--- src/rtl/mod4051_digit_reducer_pkg.sv ---
// mod4051_pkg: shared constants, types and FSM states for the mod-4051 datapath
package mod4051_pkg;
  localparam int MODULUS = 4051;
  localparam int RES_W = 12;
  localparam int DIGIT_W = 6;
  localparam int FOLD_K = 4096 - MODULUS;
  localparam int MAX_DIGITS = 84;
  typedef logic [RES_W-1:0] residue_t;
  typedef logic [DIGIT_W-1:0] digit_t;
  typedef logic [6:0] cnt_t;
  typedef enum logic {ACC, HOLD} state_t;
endpackage

--- src/rtl/mod4051_digit_reducer_if.sv ---
// mod4051_digit_reducer_if: digit stream in, residue result out
interface mod4051_digit_reducer_if;
  import mod4051_pkg::*;
  logic s_valid;
  logic s_ready;
  digit_t s_digit;
  logic s_last;
  logic m_valid;
  logic m_ready;
  residue_t m_residue;
  logic m_ovf;
  modport master (output s_valid, s_digit, s_last, m_ready, input s_ready, m_valid, m_residue, m_ovf);
  modport slave (input s_valid, s_digit, s_last, m_ready, output s_ready, m_valid, m_residue, m_ovf);
endinterface

--- src/rtl/mod4051_digit_reducer_fold.sv ---
// mod4051_fold: reduces an 18-bit value below 4051*64 to its residue mod 4051
module mod4051_fold
  import mod4051_pkg::*;
(
  input  logic [17:0] t,
  output residue_t    r
);
  logic [12:0] u;
  // 4096 == 45 (mod 4051), so the top bits fold back in; u stays below 2*MODULUS
  assign u = 13'(t[17:12]) * 13'(FOLD_K) + 13'(t[11:0]);
  assign r = u >= 13'(MODULUS) ? residue_t'(u - 13'(MODULUS)) : residue_t'(u);
endmodule

--- src/rtl/mod4051_digit_reducer.sv ---
// mod4051_digit_reducer: Horner accumulation of MSB-first 6-bit digits mod 4051
module mod4051_digit_reducer
  import mod4051_pkg::*;
(
  input logic clk,
  input logic rst,
  mod4051_digit_reducer_if.slave bus
);
  state_t state, state_n;
  residue_t acc, acc_n, residue;
  cnt_t cnt;
  logic ovf, ovf_n, ovf_out, xfer;
  mod4051_fold u_fold (.t({acc, bus.s_digit}), .r(acc_n));
  assign xfer = bus.s_valid && state == ACC;
  assign ovf_n = ovf || cnt == cnt_t'(MAX_DIGITS);
  assign bus.s_ready = state == ACC;
  assign bus.m_valid = state == HOLD;
  assign bus.m_residue = residue;
  assign bus.m_ovf = ovf_out;
  always_comb begin
    state_n = state;
    state_n = state == ACC ? (xfer && bus.s_last ? HOLD : ACC) : (bus.m_ready ? ACC : HOLD);
  end
  always_ff @(posedge clk) begin
    if (rst) begin
      state <= ACC;
      acc <= '0;
      cnt <= '0;
      ovf <= 1'b0;
      residue <= '0;
      ovf_out <= 1'b0;
    end else begin
      state <= state_n;
      if (xfer && bus.s_last) begin
        residue <= acc_n;
        ovf_out <= ovf_n;
        acc <= '0;
        cnt <= '0;
        ovf <= 1'b0;
      end else if (xfer) begin
        acc <= acc_n;
        cnt <= cnt == cnt_t'(MAX_DIGITS + 1) ? cnt : cnt + cnt_t'(1);
        ovf <= ovf_n;
      end
    end
  end
endmodule
--- src/flat_wrapper.sv ---
// flat-port wrapper written by rule: the top's interface ports become plain ports
module mod4051_digit_reducer_flat import mod4051_pkg::*;
  (clk, rst, bus_s_valid, bus_s_digit, bus_s_last, bus_m_ready, bus_s_ready, bus_m_valid, bus_m_residue, bus_m_ovf);
  mod4051_digit_reducer_if bus_i ();
  input logic clk;
  input logic rst;
  input wire logic [$bits(bus_i.s_valid)-1:0] bus_s_valid;
  input wire logic [$bits(bus_i.s_digit)-1:0] bus_s_digit;
  input wire logic [$bits(bus_i.s_last)-1:0] bus_s_last;
  input wire logic [$bits(bus_i.m_ready)-1:0] bus_m_ready;
  output wire logic [$bits(bus_i.s_ready)-1:0] bus_s_ready;
  output wire logic [$bits(bus_i.m_valid)-1:0] bus_m_valid;
  output wire logic [$bits(bus_i.m_residue)-1:0] bus_m_residue;
  output wire logic [$bits(bus_i.m_ovf)-1:0] bus_m_ovf;
  assign bus_i.s_valid = bus_s_valid;
  assign bus_i.s_digit = bus_s_digit;
  assign bus_i.s_last = bus_s_last;
  assign bus_i.m_ready = bus_m_ready;
  assign bus_s_ready = bus_i.s_ready;
  assign bus_m_valid = bus_i.m_valid;
  assign bus_m_residue = bus_i.m_residue;
  assign bus_m_ovf = bus_i.m_ovf;
  mod4051_digit_reducer u_core (.clk(clk), .rst(rst), .bus(bus_i));
endmodule
--- config.mk ---
export PLATFORM = sky130hd
export DESIGN_NAME = mod4051_digit_reducer_flat
export DESIGN_NICKNAME = d
export VERILOG_FILES = /design/src/rtl/mod4051_digit_reducer_pkg.sv /design/src/rtl/mod4051_digit_reducer_if.sv /design/src/rtl/mod4051_digit_reducer_fold.sv /design/src/rtl/mod4051_digit_reducer.sv /design/src/flat_wrapper.sv
export SDC_FILE = /design/constraint.sdc
export NUM_CORES = 1
export LEC_CHECK = 0
export BUFFER_PORTS_ARGS = -buffer_cell sky130_fd_sc_hd__buf_4
export CAP_MARGIN = 10
export CORE_ASPECT_RATIO = 1.2
export CORE_MARGIN = 2
export CORE_UTILIZATION = 40
export CTS_CLUSTER_SIZE = 12
export DETAILED_ROUTE_END_ITERATION = 16
export PLACE_DENSITY = 0.67
export SLEW_MARGIN = 30
export SYNTH_ARGS = -nofsm -noshare
export SYNTH_HDL_FRONTEND = slang
export SYNTH_SLANG_ARGS = --single-unit
--- constraint.sdc ---
create_clock -name clk -period 6.35 [get_ports clk]
set_input_delay 0.9525 -clock clk [delete_from_list [all_inputs] [get_ports clk]]
set_output_delay 0.9525 -clock clk [all_outputs]
set_load 0.01 [all_outputs]
==> flow_summary.json, run 1 <==
{
  "holdCritStartpoint": "u_core.ovf",
  "regArea_um2": 681,
  "final_cell_mix": "42 x inv_1, 36 x nor2_1, 34 x ha_1, 34 x dfxtp_1, 27 x buf_4",
  "overflow": 0,
  "vias": 2466,
  "design.core.area_mm2": 0.00690,
  "syn-num-nets": 397,
  "layout_commonest_cell": "inv_1",
  "finalSetupViolCount": 0,
  "crit_slowest_cell": "xor2_1",
  "hp-class": "reg -> reg",
  "nets": 423,
  "synth_area_mm2": 0.00286,
  "synthArstFlopShare_pct": 0,
  "cp.arrival_ps": 5290,
  "cts_resized": 0,
  "die_h_um": 96.6,
  "fin_crit_sh_pct": 80.8,
  "wl_per_cell_um": 14.1,
  "clockBufferDepth": 2,
  "crit_family": "adder cells",
  "rsz0062_at_grt": "false",
  "htree_num_levels": 2,
  "rows": 33,
  "reg2reg_slack_ps": 1220,
  "rr_worst_depth": 17,
  "slew_violations": 0,
  "place.gp.congestion": 0.898,
  "io_buffers": 25,
  "io_pins": 26,
  "ys.warnings.count": 0,
  "utilization_pct": 46.9,
  "worst_pin_slew_ps": 720,
  "path_class": "reg -> reg",
  "critPathLaunchType": "register",
  "r2r_start": "u_core.acc[7]",
  "avgViaCountPerCell": 5.44,
  "cts_hold_buf": 0,
  "finClkSkew_ps": 8.15,
  "fin_tns_setup_ps": 0,
  "antenna_found_initial": 0,
  "cts-buffers-inserted": 5,
  "syn2layout_area_growth_pct": 13.2,
  "syn-mean-instance-area_um2": 8.42,
  "max_stage_delay_ps": 510,
  "syn_inst": 339,
  "grt_max_degree": 25,
  "cp_cell_sequence": "ha_1 > inv_1 > fa_1 > inv_1 > fa_1 > inv_1 > fa_1 > inv_1 > ha_1 > a21o_2 > or3_1 > o21ai_1 > xor2_1 > nor2_1 > a21oi_2 > mux2i_1 > a211oi_1",
  "drtPass1Iterations": 4,
  "die_x_um": 81.1,
  "synth-seq-cells": 34,
  "yosysTopAreaCellShare_pct": 23.8,
  "diodes": 0,
  "yosys-top-cells-area": "dfxtp_1 24%, ha_1 15%, fa_1 9.1%",
  "slew_headroom_pct": 51.8,
  "drv_cap": 0,
  "insertion_delay_ps": 290,
  "synth_flop_cell": "dfxtp_1",
  "grt_pass1_wl_mm": 10.4,
  "clkSinkCount": 34,
  "hold_depth": 2,
  "grt_pass1_vias": 2269,
  "clk_pin_slew_ps": 70,
  "path_buf_inv": 4,
  "drive_above_1_share_pct": 14.5,
  "yosys.area.top_type": "dfxtp_1",
  "gr-usage-all-layers_pct": 17.4,
  "dieArea_mm2": 0.00783,
  "end_kind": "register",
  "antenna_left": 0,
  "finalCriticalPeriod_ps": 5130,
  "path_common_cell": "inv_1",
  "ys_types": 55,
  "hpwlAfterDp_mm": 5.31,
  "initial_core_util_pct": 41.4,
  "fmax_ghz": 0.195,
  "multiInputGateArea_mm2": 0.00199,
  "synth-seq-area-share_pct": 23.8,
  "status": "completed",
  "post-place-ws_ps": 1260,
  "drcViolationCount": 0,
  "hold_path_end": "u_core.ovf",
  "totalWireLength_mm": 6.41,
  "hold_viol_final": 0,
  "layout_setup_ws_ps": 1220,
  "cts_setup_buffers": 0,
  "nFillCells": 659,
  "worst-path-max-fanout": 9,
  "cts-root-buf": "clkbuf_8",
  "cp.required_ps": 6510,
  "r2r_end": "u_core.bus.m_residue[1]",
  "cts_tree": "built",
  "synth_edf_count": 0,
  "drt_iter0_drc": 113
}
## worst reg2reg max path, delay by kind of cell (launching register included)
| kind | cells | cell delay, ps |
|---|---|---|
| simple gates | 2 | 540 |
| xor+xnor | 1 | 510 |
| mux | 1 | 300 |
| flops | 1 | 350 |
| compound gates | 4 | 920 |
| buf+inv | 4 | 200 |
| fa+ha+maj | 5 | 2170 |
## per-layer routing
metal	share of wire, %	global-route usage, %	vias up
met1	44	21.6	1155
met3	3.7	2.79	14
met2	50	29.3	56
li1	-	-	1241
met4	2.7	8.19	0
met5	0	0	-
## cell usage after synthesis, types with 9 or more instances
cell type,n
nand2_1,13
nor2_1,36
a211oi_1,11
o21ai_0,17
nand3_1,9
nor3_1,14
ha_1,34
inv_1,42
fa_1,13
a21oi_1,19
dfxtp_1,34
## cells by family after synthesis
kind of cell / after synthesis / synth area share, %
simple gates: 109 / 20.4
mux: 1 / 0.351
buf+inv: 50 / 6.57
xor+xnor: 15 / 4.60
fa+ha+maj: 47 / 24.0
flops: 34 / 23.8
compound gates: 83 / 20.2
## stage by stage
step / instance area (um^2) / instances / hold WS [ps]
2_1_floorplan: 2860 / 339 / 438
3_3_place_gp: 3140 / 445 / 449
3_5_place_dp: 3140 / 445 / 468
4_1_cts: 3230 / 453 / 486
5_1_grt: 3230 / 453 / 520
6_report: 3230 / 453 / 488
## registers in the layout, summed over array words and instances, names as in the netlist
| name | cells |
|---|---|
| u_core.cnt | 7 |
| u_core.bus.m_residue | 12 |
| u_core.acc | 12 |
| u_core.bus.m_valid | 1 |
| u_core.ovf | 1 |
| u_core.bus.m_ovf | 1 |
## worst max path at each step
stage / from / endpoint / slack [ps] / cells after the start
4_1_cts: u_core.acc[7] / u_core.bus.m_residue[1] / 1230 / 17
2_1_floorplan: u_core.acc[7] / u_core.acc[0] / 1700 / 17
5_1_grt: u_core.acc[7] / u_core.bus.m_residue[1] / 950 / 17
3_5_place_dp: u_core.acc[7] / u_core.bus.m_residue[1] / 1260 / 17
6_report: u_core.acc[7] / u_core.bus.m_residue[1] / 1220 / 17
3_3_place_gp: u_core.acc[7] / u_core.bus.m_residue[1] / 1310 / 17
## layout make-up
class                           instances  area share (%)
Multi-Input combinational cell        255            61.5
Sequential cell                        34            21.1
Timing Repair Buffer                   27            6.27
Inverter                               42            4.88
Tap cell                               87            3.37
Clock buffer                            6            2.56
Clock inverter                          2           0.387
Power of run 1 is left out: the tool's default activity adds up to more than one toggle a clock period on the data nets, which glitch-free logic cannot reach.
==> inputs of run 2 (changes only) <==
--- a/config.mk
+++ b/config.mk
@@ -12,7 +12,7 @@
 export CORE_UTILIZATION = 40
 export CTS_CLUSTER_SIZE = 12
 export DETAILED_ROUTE_END_ITERATION = 16
-export PLACE_DENSITY = 0.67
+export PLACE_DENSITY = 0.7
 export SLEW_MARGIN = 30
 export SYNTH_ARGS = -nofsm -noshare
 export SYNTH_HDL_FRONTEND = slang
==> constraint.sdc (replaced) <==
create_clock -name clk -period 4.22 [get_ports clk]
set_input_delay 0.633 -clock clk [delete_from_list [all_inputs] [get_ports clk]]
set_output_delay 0.633 -clock clk [all_outputs]
set_load 0.01 [all_outputs]
==> run 2 against run 1 <==
Net effect: the run now ends with negative setup slack left; core utilization rose by 13 points; global-route usage up 3.4 points; clock skew shrank 2.1 ps; critical path depth unchanged; clock-buffer cell count is the same; final cell count up 11%; sequential share of layout area fell by 4.4 points; final area up 28%; non-clock buffer count rose by 52; critical path type unchanged; largest cell class unchanged.
==> flow_summary.json, run 2 (synthesis results as in run 1) <==
{
  "drtPass1Iterations": 4,
  "fin_hold_ws_ps": 481,
  "insertion_delay_ps": 290,
  "crit_slowest_cell": "or4_1",
  "io_buffers": 25,
  "r2r_start": "u_core.acc[9]",
  "fin_tns_setup_ps": -7350,
  "clkSinkCount": 34,
  "nFillCells": 571,
  "cts-root-buf": "clkbuf_8",
  "htree_num_levels": 2,
  "critPathLaunchType": "register",
  "violations": "negative setup slack",
  "drv_cap": 0,
  "finClkSkew_ps": 6.08,
  "cts_hold_buf": 0,
  "die_h_um": 96.6,
  "end_kind": "register",
  "avgViaCountPerCell": 5.36,
  "rr_worst_depth": 17,
  "design.core.area_mm2": 0.00690,
  "r2r_end": "u_core.acc[0]",
  "fin_crit_sh_pct": 110,
  "layout_setup_ws_ps": -426,
  "grt_busiest_layer": "met2",
  "drcViolationCount": 0,
  "rsz0062_at_grt": "true",
  "drive_above_1_share_pct": 38.8,
  "finalSetupViolCount": 24,
  "status": "finished, violations left",
  "path_class": "reg -> reg",
  "post-place-ws_ps": -337,
  "syn2layout_area_growth_pct": 44.6,
  "vias": 2699,
  "regArea_um2": 688,
  "hold_viol_final": 0,
  "totalWireLength_mm": 7.96,
  "wl_per_cell_um": 15.8,
  "use_met2_pct": 37.4,
  "utilization_pct": 59.9,
  "grt_max_degree": 25,
  "hpwlAfterDp_mm": 5.83,
  "reg2reg_slack_ps": -430,
  "fmax_ghz": 0.215,
  "crit_family": "adder cells",
  "worst_pin_slew_ps": 687,
  "clockBufferDepth": 2,
  "gr-usage-all-layers_pct": 20.7,
  "diodes": 0,
  "drt_iter0_drc": 151,
  "overflow": 0,
  "cts-buffers-inserted": 5,
  "grt_pass1_wl_mm": 12.5,
  "initial_core_util_pct": 41.4,
  "io_pins": 26,
  "hp-class": "reg -> reg",
  "cp.arrival_ps": 4840,
  "place.gp.congestion": 0.918,
  "hold_path_end": "u_core.ovf",
  "rows": 33,
  "slew_violations": 0,
  "finalCriticalPeriod_ps": 4650,
  "clk_pin_slew_ps": 70,
  "nets": 475,
  "holdCritStartpoint": "u_core.ovf",
  "cp_cell_sequence": "ha_4 > inv_2 > fa_1 > inv_2 > fa_1 > inv_1 > fa_1 > inv_2 > ha_4 > buf_6 > a21o_4 > o21ai_2 > or3b_4 > a2111oi_4 > a21oi_2 > or4_1 > o311ai_1",
  "final_cell_mix": "73 x buf_4, 39 x inv_1, 33 x nor2_1",
  "dieArea_mm2": 0.00783,
  "hold_depth": 2,
  "slew_headroom_pct": 54.0,
  "cts_tree": "built",
  "antenna_found_initial": 0,
  "use_met1_pct": 24.7,
  "cp.required_ps": 4410,
  "max_stage_delay_ps": 540,
  "worst-path-max-fanout": 7,
  "multiInputGateArea_mm2": 0.00244,
  "layout_commonest_cell": "buf_4",
  "path_buf_inv": 5,
  "grt_pass1_vias": 2676,
  "met3_usage_pct": 3.07,
  "die_x_um": 81.1,
  "antenna_left": 0
}
-- run 2: cell count changes in the layout (fill, tap and decap cells not counted), moves of 6 or more --
cell,delta
a211oi_1,-9
a211oi_2,+8
buf_4,+46
buf_6,+6
ha_1,-7
ha_4,+6
-- run 2: metrics by stage --
step / std cells / cell area (um^2)
CTS: 499 / 3920
finish: 504 / 4130
global placement: 490 / 3550
global route: 504 / 4130
floorplan: 339 / 2930
detailed placement: 490 / 3550
-- run 2: worst max-delay path by stage --
stage | endpoint | start | cells after the start
finish | u_core.acc[0] | u_core.acc[9] | 17
global route | u_core.bus.m_residue[6] | u_core.acc[9] | 19
CTS | u_core.acc[0] | u_core.acc[9] | 17
detailed placement | u_core.acc[0] | u_core.acc[8] | 17
global placement | u_core.bus.m_residue[0] | u_core.acc[8] | 18
floorplan | u_core.acc[0] | u_core.acc[7] | 17
-- run 2: layout make-up --
type | count | share of cell area, %
multi-input cells | 255 | 59.2
flip-flops and latches | 34 | 16.7
repair buffers | 79 | 14.9
inverters | 42 | 3.82
well taps | 87 | 2.64
clock buffers | 6 | 2.00
clock inverters | 1 | 0.727
-- run 2: layer usage --
layer / vias up / wire length [um]
li1: 1339 / -
met1: 1269 / 3310
met2: 68 / 4140
met3: 23 / 239
met4: 0 / 281
met5: - / 0
-- run 2: worst min-delay path: stages (launching register included) --
cell,delay [ps]
dfxtp_1,330
a31oi_1,40
nor2_1,70
-- run 2: repair_timing --
action,CTS,global route
resized for setup,45,29
buffers inserted,4,8
pin swaps,24,20
cloned,0,0
setup endpoints to repair,24,24
Power of run 2 is left out for the same reason.
==> inputs of run 3 (changes only) <==
--- a/config.mk
+++ b/config.mk
@@ -12,8 +12,10 @@
 export CORE_UTILIZATION = 40
 export CTS_CLUSTER_SIZE = 12
 export DETAILED_ROUTE_END_ITERATION = 16
-export PLACE_DENSITY = 0.7
+export GPL_TIMING_DRIVEN = 0
+export PLACE_DENSITY = 0.69
 export SLEW_MARGIN = 30
 export SYNTH_ARGS = -nofsm -noshare
 export SYNTH_HDL_FRONTEND = slang
+export SYNTH_HIERARCHICAL = 1
 export SYNTH_SLANG_ARGS = --single-unit
==> constraint.sdc (replaced) <==
create_clock -name clk -period 4.22 [get_ports clk]
set_input_delay 0.844 -clock clk [delete_from_list [all_inputs] [get_ports clk]]
set_output_delay 0.844 -clock clk [all_outputs]
set_load 0.01 [all_outputs]
==> run 3 against run 2 <==
Net effect: the run still ends with negative setup slack left; non-clock buffer count down 25; register-to-register slack lost 110 ps; die area rose by 5.4%.
==> flow_summary.json, run 3 <==
{
  "finClkSkew_ps": 4.34,
  "cts-root-buf": "clkbuf_8",
  "status": "finished, violations left",
  "fin_tns_setup_ps": -10540,
  "clkSinkCount": 34,
  "finalCriticalPeriod_ps": 4750,
  "post-place-ws_ps": -739,
  "die_h_um": 99.2,
  "initial_core_util_pct": 41.5,
  "synth_commonest_cells": "41 x inv_1, 36 x nand2_1, 34 x dfxtp_1, 34 x ha_1, 26 x a21oi_1",
  "p_leak_nw": 1.74,
  "cts_hold_buf": 0,
  "cp.arrival_ps": 4940,
  "final_area_mm2": 0.00375,
  "synthArstFlopShare_pct": 0,
  "die_x_um": 83.3,
  "worst-path-max-fanout": 6,
  "syn-mean-instance-area_um2": 8.85,
  "r2r_start": "u_core/acc[7]",
  "insertion_delay_ps": 290,
  "io_buffers": 25,
  "ys_types": 67,
  "clockBufferDepth": 2,
  "yosys.area.top_type": "dfxtp_1",
  "ir_drop_mv": 0.471,
  "dpl_cell_area_mm2": 0.00336,
  "rsz0062_at_grt": "true",
  "grt_pass1_vias": 2408,
  "hold_path_end": "u_core/acc[0]",
  "syn_inst": 341,
  "syn-num-nets": 399,
  "reg2reg_slack_ps": -530,
  "synth-seq-cells": 34,
  "yosysTopAreaCellShare_pct": 22.6,
  "grt_pass1_wl_mm": 11.3,
  "htree_num_levels": 2,
  "synth_area_mm2": 0.00302,
  "p_total_w": 0.00129,
  "drcViolationCount": 0,
  "layout_setup_ws_ps": -533,
  "antenna_found_initial": 0,
  "avgViaCountPerCell": 5.45,
  "worst_pin_slew_ps": 603,
  "drive_above_1_share_pct": 30.8,
  "cts_tree": "built",
  "grt_max_degree": 13,
  "totalWireLength_mm": 7.06,
  "hold_viol_final": 0,
  "syn2layout_area_growth_pct": 24.3,
  "design.core.area_mm2": 0.00727,
  "synth_flop_cell": "dfxtp_1",
  "violations": "negative setup slack",
  "drt_iter0_drc": 100,
  "synth_edf_count": 0,
  "fmax_ghz": 0.210,
  "layout_commonest_cell": "buf_4",
  "fin_crit_sh_pct": 113,
  "gr-usage-all-layers_pct": 16.7,
  "synth-seq-area-share_pct": 22.6,
  "power_density_mw_per_mm2": 343,
  "yosys-top-cells-area": "dfxtp_1 23%, ha_1 14%, fa_1 8.6%",
  "path_class": "reg -> reg",
  "place.gp.congestion": 0.869,
  "rr_worst_depth": 19,
  "antenna_left": 0,
  "ys.warnings.count": 6,
  "wl_per_cell_um": 14.7,
  "nets": 447,
  "overflow": 0,
  "cts-buffers-inserted": 5,
  "utilization_pct": 51.6,
  "diodes": 0,
  "io_pins": 26,
  "holdCritStartpoint": "u_core/acc[0]",
  "slew_violations": 0,
  "slew_headroom_pct": 59.7,
  "rows": 34,
  "critPathLaunchType": "register",
  "cp.required_ps": 4410,
  "end_kind": "register",
  "finalSetupViolCount": 24,
  "hp-class": "reg -> reg",
  "clk_pin_slew_ps": 70,
  "final_cell_mix": "42 x buf_4, 37 x inv_1, 34 x nand2_1",
  "vias": 2617,
  "hold_depth": 2,
  "drv_cap": 0,
  "hpwlAfterDp_mm": 5.40,
  "drtPass1Iterations": 4,
  "dieArea_mm2": 0.00826,
  "yosysMostFrequentCell": "inv_1",
  "r2r_end": "u_core/bus.m_residue[4]"
}
## run 3: changes by cell type in the layout (fill, tap and decap cells not counted), sizes merged, moves of 11 or more
cell / delta
o21ai: -16
nand2: +24
a211oi: -11
nor2: -14
buf: -26
a22o: +12
## run 3: worst max-delay path, cell delays in order, from the launching register on
cell and delay (ps):
dfxtp_4 360, ha_4 270, inv_2 40, fa_1 480, inv_1 50, fa_2 530
inv_2 40, fa_2 520, inv_2 40, ha_4 170, a211o_1 260, a221o_1 330
a31oi_4 260, xor2_2 130, nor4bb_4 360, buf_6 180, a32oi_1 120, xnor2_1 190
buf_4 160, a22o_1 180
## run 3: area by class of cell
cell class                 instances  area [um^2]
inverter                          41          154
clock inverter                     3         68.8
multi-input combinational        253         2210
timing repair buffer              43          343
fill                             681         3520
clock buffer                       5         68.8
buffer                            11         97.6
tap                               90          113
sequential                        34          692
## run 3: power by group
group          total (W)  internal, W  switching [W]
Clock           0.000365     0.000237       0.000128
Combinational   0.000564     0.000237       0.000328
Sequential      0.000358     0.000343      0.0000157
Total            0.00129     0.000816       0.000471
## run 3: through the flow
step                      instances  hold WS [ps]
after floorplan                 341           434
after global placement          456           445
after detailed placement        456           453
after CTS                       474           463
after global routing            480           492
final                           480           465
## run 3: what timing repair did
action,in CTS,in global routing
buffers inserted,10,7
setup endpoints to repair,24,24
gates resized for setup,15,20
pin swaps,14,12
cloned,1,0
## run 3: worst max-delay path by stage
stage	startpoint	end	cells past startpoint
after floorplan	u_core/acc[7]	u_core/bus.m_residue[1]	19
after global placement	u_core/acc[6]	u_core/acc[10]	20
after detailed placement	u_core/acc[6]	u_core/acc[10]	20
after CTS	u_core/acc[7]	u_core/bus.m_residue[1]	19
after global routing	u_core/acc[7]	u_core/acc[8]	18
final	u_core/acc[7]	u_core/bus.m_residue[4]	19
## run 3: routing by layer
layer	track usage [%]	wire (um)
met5	0	0
met4	7.06	216
met3	1.91	284
met2	28.4	3380
met1	21.6	3180
## run 3: cell families (layout without fill, tap and decap cells)
kind of cell / count (synthesis) / in the layout / share of synthesized area, %
flops: 34 / 34 / 22.6
simple gates: 101 / 101 / 17.3
compound gates: 82 / 82 / 20.9
buf+inv: 54 / 103 / 8.96
mux: 5 / 5 / 1.87
xor+xnor: 18 / 18 / 5.72
fa+ha+maj: 47 / 47 / 22.7
(Power assumes the default switching activity.)
